<file path="config.mk">
export PLATFORM = sky130hd
export DESIGN_NAME = rect_program_master
export DESIGN_NICKNAME = d
export VERILOG_FILES = /design/src/rtl/rect_prog_pkg.sv /design/src/rtl/rect_program_master.sv
export SDC_FILE = /design/constraint.sdc
export NUM_CORES = 1
export LEC_CHECK = 0
export ABC_AREA = 0
export ABC_CLOCK_PERIOD_IN_PS = 6100
export BUFFER_PORTS_ARGS = -buffer_cell sky130_fd_sc_hd__buf_4
export CAP_MARGIN = 20
export CORE_MARGIN = 2
export CORE_UTILIZATION = 51
export CTS_BUF_LIST = sky130_fd_sc_hd__clkbuf_8
export CTS_CLUSTER_DIAMETER = 120
export DETAILED_ROUTE_END_ITERATION = 7
export PLACE_DENSITY = 0.88
export RECOVER_POWER = 50
export SYNTH_ARGS = -nofsm -noshare
export SYNTH_HDL_FRONTEND = slang
export SYNTH_SLANG_ARGS = --single-unit
</file>
<file path="constraint.sdc">
create_clock -name clk -period 6.1 [get_ports clk]
set_input_delay 0.305 -clock clk [delete_from_list [all_inputs] [get_ports clk]]
set_output_delay 0.305 -clock clk [all_outputs]
set_load 0.02 [all_outputs]
</file>
<file path="src/rtl/rect_prog_pkg.sv">
// Shared definitions for the rectangle-renderer chain: register map, field and
// chain bus widths, master FSM states.
package rect_prog_pkg;
  localparam int NUM_REGS   = 5;
  localparam int REG_XCOORD = 0;
  localparam int REG_YCOORD = 1;
  localparam int REG_WIDTH  = 2;
  localparam int REG_HEIGHT = 3;
  localparam int REG_COLOR  = 4;

  localparam int XCOORD_W = 12;
  localparam int YCOORD_W = 13;
  localparam int WIDTH_W  = 12;
  localparam int HEIGHT_W = 13;
  localparam int COLOR_W  = 32;

  localparam int X_W   = 11;
  localparam int Y_W   = 12;
  localparam int D_W   = 32;
  localparam int IDX_W = 3;

  typedef enum logic {IDLE, SEND} state_t;

  // Lowest set bit of a register mask; 0 when the mask is empty.
  function automatic logic [IDX_W-1:0] first_set(input logic [NUM_REGS-1:0] m);
    logic [IDX_W-1:0] r;
    r = '0;
    for (int i = NUM_REGS - 1; i >= 0; i--)
      if (m[i]) r = IDX_W'(i);
    return r;
  endfunction
endpackage

</file>
<file path="src/rtl/rect_program_master.sv">
// Head-of-chain initiator: serialises shape commands into program beats during
// blanking and forwards pixels otherwise. Optional macro: RECT_PARTIAL_UPDATE_EN.
module rect_program_master
  import rect_prog_pkg::*;
#(
  parameter int NUM_SHAPES = 16
) (
  input  logic                clk,
  input  logic                rst,
  input  logic [X_W-1:0]      pix_x,
  input  logic [Y_W-1:0]      pix_y,
  input  logic [D_W-1:0]      pix_data,
  input  logic                blank_in,
  input  logic                cmd_valid,
  output logic                cmd_ready,
  input  logic [X_W-1:0]      cmd_shape_id,
  input  logic [XCOORD_W-1:0] cmd_xcoord,
  input  logic [YCOORD_W-1:0] cmd_ycoord,
  input  logic [WIDTH_W-1:0]  cmd_width,
  input  logic [HEIGHT_W-1:0] cmd_height,
  input  logic [COLOR_W-1:0]  cmd_color,
`ifdef RECT_PARTIAL_UPDATE_EN
  input  logic [NUM_REGS-1:0] cmd_mask,
`endif
  output logic                program_out,
  output logic [X_W-1:0]      x_out,
  output logic [Y_W-1:0]      y_out,
  output logic [D_W-1:0]      data_out,
  output logic                busy,
  output logic                done,
  output logic                err
);
  state_t               state;
  logic [X_W-1:0]       shape_q;
  logic [XCOORD_W-1:0]  xcoord_q;
  logic [YCOORD_W-1:0]  ycoord_q;
  logic [WIDTH_W-1:0]   width_q;
  logic [HEIGHT_W-1:0]  height_q;
  logic [COLOR_W-1:0]   color_q;
  // Registers still to send; the lowest set bit is the current reg_idx.
  logic [NUM_REGS-1:0]  pend;
  logic [NUM_REGS-1:0]  pend_next;
  logic [NUM_REGS-1:0]  mask_in;
  logic [IDX_W-1:0]     idx;
  logic [D_W-1:0]       field;
  logic                 accept;
  logic                 id_ok;

`ifdef RECT_PARTIAL_UPDATE_EN
  assign mask_in = cmd_mask;
`else
  assign mask_in = '1;
`endif

  assign cmd_ready = (state == IDLE) && !rst;
  assign busy      = (state == SEND);
  assign accept    = cmd_valid && cmd_ready;
  assign id_ok     = int'(cmd_shape_id) < NUM_SHAPES;
  assign idx       = first_set(pend);
  assign pend_next = pend & ~(NUM_REGS'(1) << idx);

  always_comb begin
    field = '0;
    case (int'(idx))
      REG_XCOORD: field = D_W'(xcoord_q);
      REG_YCOORD: field = D_W'(ycoord_q);
      REG_WIDTH:  field = D_W'(width_q);
      REG_HEIGHT: field = D_W'(height_q);
      default:    field = D_W'(color_q);
    endcase
  end

  always_ff @(posedge clk or posedge rst) begin
    if (rst) begin
      state       <= IDLE;
      shape_q     <= '0;
      xcoord_q    <= '0;
      ycoord_q    <= '0;
      width_q     <= '0;
      height_q    <= '0;
      color_q     <= '0;
      pend        <= '0;
      program_out <= 1'b0;
      x_out       <= '0;
      y_out       <= '0;
      data_out    <= '0;
      done        <= 1'b0;
      err         <= 1'b0;
    end else begin
      done        <= 1'b0;
      err         <= 1'b0;
      program_out <= 1'b0;
      x_out       <= pix_x;
      y_out       <= pix_y;
      data_out    <= pix_data;
      case (state)
        IDLE: if (accept) begin
          shape_q  <= cmd_shape_id;
          xcoord_q <= cmd_xcoord;
          ycoord_q <= cmd_ycoord;
          width_q  <= cmd_width;
          height_q <= cmd_height;
          color_q  <= cmd_color;
          pend     <= mask_in;
          if (!id_ok)            err   <= 1'b1;
          else if (mask_in == '0) done <= 1'b1;
          else                    state <= SEND;
        end
        SEND: if (blank_in) begin
          program_out <= 1'b1;
          x_out       <= shape_q;
          y_out       <= Y_W'(idx);
          data_out    <= field;
          pend        <= pend_next;
          if (pend_next == '0) begin
            done  <= 1'b1;
            state <= IDLE;
          end
        end
        default: state <= IDLE;
      endcase
    end
  end
endmodule

</file>
### Word level (Yosys, flattened, before mapping)

Cells that the tools add are included.

* bitwise logic cells: 3
* shift operators: 1
* reduce and logical (&&, ||, !) cells: 7
* div/mod/pow operators: 0
* order comparisons: 1
* equal/unequal tests: 5
* multiplexer cells: 28
* add/sub/neg operators: 0
* multiply operators: 0

Operators with widths (number)
* $pmux W32 S4: 1
* $mux W32: 2
* $mux W12: 2
* $mux W11: 2
* $mux W3: 5
* $lt A11 B5 Y1 const B: 1
* $mux W1: 11
* $mux W5: 2
* $pmux W5 S2: 1
* $eq A3 B2 Y1 const B: 2
* $and A5 B5 Y5: 1
* $logic_not A5 Y1: 1
* $not A5 Y5: 1
* $shl A1 B3 Y5 const A: 1
* $ne A2 B2 Y1 const B: 2
* $pmux W1 S2: 2
* $reduce_and A2 Y1: 2
* $eq A3 B1 Y1 const B: 1
* $logic_not A3 Y1: 1
* $logic_and A1 B1 Y1: 2
* $logic_not A1 Y1: 1
* $not A1 Y1: 1

* output and inout bits: 60
* memories kept: 0
* word-level logic and storage cells: 59
* bits in latches: 0
* register bits after elaboration: 157
* memory bits (writable): 0
* input bits: 152
* bits in read-only memories: 0

### Depth between registers and ports, before layout

Gate-level depths: netlist (run 1).

* depth in word-level cells: 12
* gate-level depth with buffers: 6

### Worst setup path after synthesis (run 1)

OpenSTA, ideal clock, no wires.

* path kind: reg-to-reg
* start: register state (netlist: busy)
* end: register color_q[0]
* stages on the path, launching flop included: 6
* data required time: 5975 ps
* data arrival time: 1703 ps
* slack: 4272 ps
* buffers on the path: 2
* clock period less this slack: 1828 ps
* cells stage by stage: dfrtp_1 > nor2_1 > and2_1 > buf_2 > buf_2 > mux2_2

* longest elaborated chain between the ends: 4

Ends and longest elaborated chain
* start, declared: line rect_program_master.sv:33 `state_t state;`
* start signal, assigned: line rect_program_master.sv:75 `state <= IDLE;`
* start signal, assigned: line rect_program_master.sv:107 `else state <= SEND;`
* start signal, assigned: line rect_program_master.sv:117 `state <= IDLE;`
* $not A1 Y1
* $logic_and A1 B1 Y1: line rect_program_master.sv:55 `assign cmd_ready = (state == IDLE) && !rst;`
* via cmd_ready: line rect_program_master.sv:15 `output logic cmd_ready,`
* $logic_and A1 B1 Y1: line rect_program_master.sv:57 `assign accept = cmd_valid && cmd_ready;`
* $reduce_and A2 Y1 (no source line)
* end signal, assigned: line rect_program_master.sv:103 `color_q <= cmd_color;`
* end, declared: line rect_program_master.sv:39 `logic [COLOR_W-1:0] color_q;`

The timed path passes the listed nets, and every way through them passes these cells.
A chain may end at the register's enable or synchronous reset.

==> results of run 1 <==
logic make-up after synthesis:
| logic type | after synthesis | synth area share [%] |
|---|---|---|
| flip-flops | 157 | 61.2 |
| AND/OR/NAND/NOR | 166 | 11.6 |
| AO/OA/AOI/OAI | 82 | 7.47 |
| adder cells (fa/ha/maj) | 1 | 0.156 |
| multiplexers | 93 | 16.3 |
| buffers and inverters | 39 | 3.28 |
per-stage QoR:
stage	power, mW	setup slack (ps)
after floorplan	1.44	1560
after global placement	1.59	3290
after detailed placement	1.61	3180
after CTS	2.42	3160
after global routing	2.50	2170
final	2.39	2740
path summary, 6_finish.rpt:
kind	slack, ps	to	from
worst min-delay path	50	x_out[5]	pix_x[5]
worst min register to register	470	x_out[9]	shape_q[9]
max in group clk	2740	color_q[4]	rst
min in group asynchronous	1410	done	rst
worst max-delay path	2740	data_out[9]	rst
worst max register to register	2800	color_q[4]	busy
worst register-to-register path, delay by kind of cell, from the launching register on:
kind / cells / cell delay (ps)
buffers and inverters: 2 / 2010
flip-flops: 1 / 430
multiplexers: 1 / 420
AND/OR/NAND/NOR: 2 / 320
power by group:
group	internal [mW]	switching, mW	total, mW	leakage, nW
Clock	0.412	0.401	0.813	0.212
Combinational	0.189	0.164	0.354	1.75
Sequential	1.15	0.0668	1.22	1.83
Total	1.75	0.632	2.39	3.80
registers in the layout (all words and copies together), names as in the netlist:
name	flops
busy	1
width_q	12
height_q	13
pend	5
x_out	11
program_out	1
color_q	32
ycoord_q	13
done	1
err	1
xcoord_q	12
data_out	32
shape_q	11
y_out	12
timing repair:
item	CTS	global route
hold endpoints to repair	78	0
resized for setup	0	0
hold buffers	1	0
setup buffers	0	0
layout by cell type (no fill, tap or decap), types with 3 or more instances in the layout:
master	netlist	final
a21oi_1	15	15
a221oi_1	12	12
and2_0	0	6
and2_1	10	3
buf_4	5	152
bufinv_16	0	3
clkbuf_1	15	63
clkbuf_8	0	17
clkinv_4	0	4
dfrtp_1	157	157
inv_6	0	5
mux2_2	93	93
nand2_1	126	126
nand3b_1	13	13
nor2_1	5	5
o21ai_0	17	17
o21ai_1	30	30
final cells by class:
type	count	area [um2]	share of cell area [%]
multi-input combinational	342	2280	27.4
timing repair buffer	219	1460	17.6
inverter	3	12.5	0.150
sequential	157	3930	47.2
clock buffer	17	234	2.81
clock inverter	15	186	2.24
tap	168	210	2.53
routing by layer:
metal	global-route usage [%]	up-vias	share of wire, %
li1	-	2247	-
met1	30.0	2451	38
met2	43.6	232	52
met3	7.52	35	7.6
met4	11.7	0	3.0
met5	0	-	0
==> reports/metrics.csv, run 1 <==
metric,value,unit
fin_cells,921,
io_buffers,211,
grt_overflow,0,
htree_levels,4,
grt_pass1_vias,5229,
power.density,287,nW/um2
antenna_cells,0,
hpwl,11600,um
tightest_slew,3380,ps
period_minus_slack,3360,ps
setup_viol,0,
worst-path-stages,5,
pin_count,212,
ant_nets,0,
core,12200,um2
first_pass_iters,5,
tns,0,ps
synth.top_cell.area_share,61.2,%
fillers,967,
min_path_cells,3,
drv_slew,121,
start_util,52.8,%
track_usage,25.6,%
violations,"max-capacitance violations, max-slew violations",
yosysSeqAreaShare,61.2,%
fin_crit_sh,55.1,%
dr_total_vias,4965,
cts-root-buf,clkbuf_8,
syn_inst,538,
grt_pass1_wl,25900,um
fin_util,68.4,%
ys_top_cells_by_count,"dfrtp_1 (157), nand2_1 (126), mux2_2 (93), o21ai_1 (30), o21ai_0 (17)",
cpPeakStageDelay,1910,ps
path_buf_inv,5,
ys_types,32,
crit_path_top_delay_cell,clkinvlp_2,
synth_most_common_cell,dfrtp_1,
cap_violations,2,
dieWidth,116,um
die-area,13500,um2
crit_path_frequent_cell,clkbuf_1,
drc_errors,0,
clock_latency,450,ps
dp.cells,886,
antenna_found_initial,0,
p_leak,3.80,nW
routed_wirelength,16400,um
first_iter_violations,366,
synth_edf_count,0,
syn-num-nets,690,
ys.flop_type,dfrtp_1,
routedWlPerCell,17.8,um
hp-class,input port to flip-flop,
cp.arrival,3960,ps
reg2reg_depth,5,
cp_top_family,buffers and inverters,
synth-seq-cells,157,
yosysWarningCount,0,
placed_cell_area,8080,um2
max_slew_margin,-126,%
cts_sinks,157,
async_flop_share,100,%
skew,10.3,ps
avgSynthCellArea,11.9,um2
viasPerCell,5.39,
final_area,8320,um2
fin_nets,892,
endpoint_kind,asynchronous set/reset pin,
hold_viol,0,
rows,40,
layout-drive-gt1-share,37.8,%
fin_hold_ws,52.3,ps
clk_pin_slew_worst_paths,90,ps
cp_cell_sequence,dlygate4sd3_1 > clkbuf_1 > clkinvlp_2 > clkbuf_1 > buf_16,
max_freq,297,MHz
die_h,116,um
ir_drop,0.212,mV
synthesis.area,6420,um2
status,finished with violations,
worstSetupPathType,input port to asynchronous set/reset pin,
syn2layout_area_growth,29.6,%
yosysTopAreaCell,dfrtp_1,
critPathRequiredTime,6710,ps
cp-start-kind,input port,
clockBufferDepth,2,
rsz0062_at_grt,false,
numCtsBuffers,17,
synth.area.top_cells,"dfrtp_1 (61%), mux2_2 (16%), nand2_1 (7.4%)",
grt_max_degree,80,
gp_congestion,0.826,
cts_tree,done,
crit_fanout,79,
(Power assumes the default switching activity.)
==> run 2, diff against run 1 <==
--- a/config.mk
+++ b/config.mk
@@ -6,15 +6,15 @@
 export NUM_CORES = 1
 export LEC_CHECK = 0
 export ABC_AREA = 0
-export ABC_CLOCK_PERIOD_IN_PS = 6100
+export ABC_CLOCK_PERIOD_IN_PS = 3000
 export BUFFER_PORTS_ARGS = -buffer_cell sky130_fd_sc_hd__buf_4
 export CAP_MARGIN = 20
 export CORE_MARGIN = 2
-export CORE_UTILIZATION = 51
+export CORE_UTILIZATION = 47
 export CTS_BUF_LIST = sky130_fd_sc_hd__clkbuf_8
 export CTS_CLUSTER_DIAMETER = 120
 export DETAILED_ROUTE_END_ITERATION = 7
-export PLACE_DENSITY = 0.88
+export PLACE_DENSITY = 0.86
 export RECOVER_POWER = 50
 export SYNTH_ARGS = -nofsm -noshare
 export SYNTH_HDL_FRONTEND = slang
==> constraint.sdc (replaced) <==
create_clock -name clk -period 3 [get_ports clk]
set_input_delay 0.15 -clock clk [delete_from_list [all_inputs] [get_ports clk]]
set_output_delay 0.15 -clock clk [all_outputs]
set_load 0.02 [all_outputs]
==> run 2 against run 1 <==
  * The flow now finishes without violations
  * Critical path depth decreased by 1
  * Clock power grew 73%
  * Wire length grew 22%
  * Non-clock buffer count up 150
==> reports/metrics.csv, run 2 (same netlist as run 1, synthesis figures left out) <==
metric,value,unit,change
status,"complete, no violations",,
grt_max_degree,75,,-6.3%
rrSetupSlack,830,ps,-1970 ps
ir_drop,0.396,mV,+87%
tightest_slew,1270,ps,-2100 ps
drv_slew,0,,-100%
final_area,9750,um2,+17%
skew,9.40,ps,-0.884 ps
setup_viol,0,,unchanged
die-area,14600,um2,+8.2%
hpwl,11300,um,-3.2%
fin_util,73.4,%,+5.0 points
path_buf_inv,0,,-5
post_cts.repair.setup_buffers,0,,unchanged
rsz0062_at_grt,false,,
placed_cell_area,8130,um2,+0.60%
cap_violations,0,,-2
fin_crit_sh,72.3,%,
min_path_cells,3,,unchanged
cp_top_family,flip-flops,,
r2r-end,data_out[8],,
grt_pass1_wl,31100,um,+20%
first_pass_iters,4,,-1
final_common_cell,dfrtp_1,,
gp_congestion,0.893,,+8.0%
clk_pin_slew_worst_paths,80,ps,about the same
critPathRequiredTime,3320,ps,-3390 ps
fin_nets,1042,,+17%
drc_errors,0,,unchanged
cts_tree,done,,
p_leak,4.40,nW,+16%
dieWidth,121,um,+4.0%
die_h,121,um,+4.0%
rows,42,,+5.0%
worstSetupPathType,flip-flop to flip-flop,,
cts_sinks,157,,unchanged
timing.rr.start,pend[2],,
endpoint_kind,flip-flop,,
dr_total_vias,5642,,+14%
biggestRegsByFlops,"color_q (32), data_out (32)",,
start_util,48.3,%,-4.5 points
power_frac_seq,51.7,%,+0.6 points
viasPerCell,5.20,,-3.5%
crit_fanout,22,,-72%
cp-start-kind,flip-flop,,
core,13300,um2,+9.3%
crit_path_top_delay_cell,dfrtp_1,,
numCtsBuffers,17,,unchanged
syn2layout_area_growth,52.0,%,
power.share.clock,29.4,%,-4.7 points
antenna_found_initial,3,,+3
combPwrFrac,18.9,%,+4.1 points
ant_nets,0,,unchanged
cpPeakStageDelay,840,ps,-1070 ps
max_slew_margin,15.3,%,+140 points
routed_wirelength,20000,um,+22%
fillers,889,,-8.1%
hp-class,input port to flip-flop,,
max_freq,461,MHz,
tns,0,ps,unchanged
io_buffers,211,,unchanged
min_from,cmd_valid,,
power.density,492,nW/um2,+72%
grt_pass1_vias,6112,,+17%
clock_latency,450,ps,about the same
routedWlPerCell,18.5,um,+3.8%
reg2reg_depth,4,,-1
switching_share,26.9,%,+0.34 points
internal-power,3.51,mW,+100%
hold_viol,0,,unchanged
post-place-ws,855,ps,-2330 ps
power_switching,1.29,mW,+100%
layout_common_cells,"dfrtp_1 (157), buf_4 (156), dlygate4sd3_1 (150)",,
grt_overflow,0,,unchanged
cp.arrival,2490,ps,-1470 ps
cp_cell_sequence,nor4_2 > or2_1 > a221oi_1 > o21ai_1,,
fin_ws,830,ps,-1910 ps
period_minus_slack,2170,ps,
pin_count,212,,unchanged
cts-root-buf,clkbuf_8,,
worstHoldEndpoint,err,,
first_iter_violations,431,,+18%
layout-drive-gt1-share,31.8,%,-6.1 points
clockBufferDepth,2,,unchanged
htree_levels,4,,unchanged
track_usage,28.3,%,+2.8 points
[run 2: changes by cell type in the layout (fill, tap and decap cells not counted), moves of 2 or more]
cell and change:
and2_0 -6, and2_1 +6, buf_16 -2, buf_4 +4, bufinv_16 -2, clkbuf_1 -3, clkinv_2 +3, clkinv_4 -2
clkinvlp_4 +2, diode_2 +5, dlygate4sd3_1 +149, inv_1 +3, inv_6 -5
[run 2: what timing repair did]
| action | CTS | global route |
|---|---|---|
| hold buffers | 150 | 0 |
| resized for setup | 0 | 0 |
| endpoints found under the hold margin | 171 | 0 |
| setup endpoints to repair | 0 | 0 |
[run 2: worst register-to-register path, stage by stage, from the launching register on]
cell and delay, ps:
dfrtp_1 840, nor4_2 150, or2_1 420, a221oi_1 510, o21ai_1 130
[run 2: power groups by stage]
stage	Clock, mW	Sequential (mW)	Combinational [mW]
after global placement	0	2.50	0.737
after detailed placement	0	2.51	0.761
after floorplan	0	2.52	0.405
after CTS	1.44	2.47	0.921
after global routing	1.55	2.51	0.977
final	1.41	2.48	0.906
[run 2: worst max-delay path by stage]
| stage | from | to | cells past startpoint |
|---|---|---|---|
| after floorplan | rst | busy | 1 |
| after global placement | pend[2] | data_out[0] | 4 |
| final | pend[2] | data_out[8] | 4 |
| after global routing | rst | ycoord_q[10] | 4 |
| after CTS | pend[2] | data_out[8] | 4 |
| after detailed placement | pend[3] | data_out[0] | 4 |
[run 2: layout make-up]
type,count,area [um2],area share (%)
antenna,5,12.5,0.128
multi-input combinational,342,2280,23.4
inverter,3,12.5,0.128
clock inverter,14,106,1.09
timing repair buffer,369,2940,30.2
sequential,157,3930,40.3
clock buffer,18,248,2.54
tap,176,220,2.26
[run 2: through the flow]
stage / hold slack [ps] / cells / total power [mW]
CTS: 247 / 1079 / 4.84
detailed placement: 262 / 897 / 3.28
finish: 292 / 1084 / 4.80
global placement: 253 / 897 / 3.24
floorplan: 262 / 538 / 2.92
global route: 286 / 1082 / 5.03
[run 2: routing by layer]
layer	global-route usage, %	up-vias	routed length, um
li1	-	2546	-
met1	30.3	2737	7060
met2	51.3	290	10700
met3	6.58	69	1290
met4	15.5	0	935
met5	0	-	0
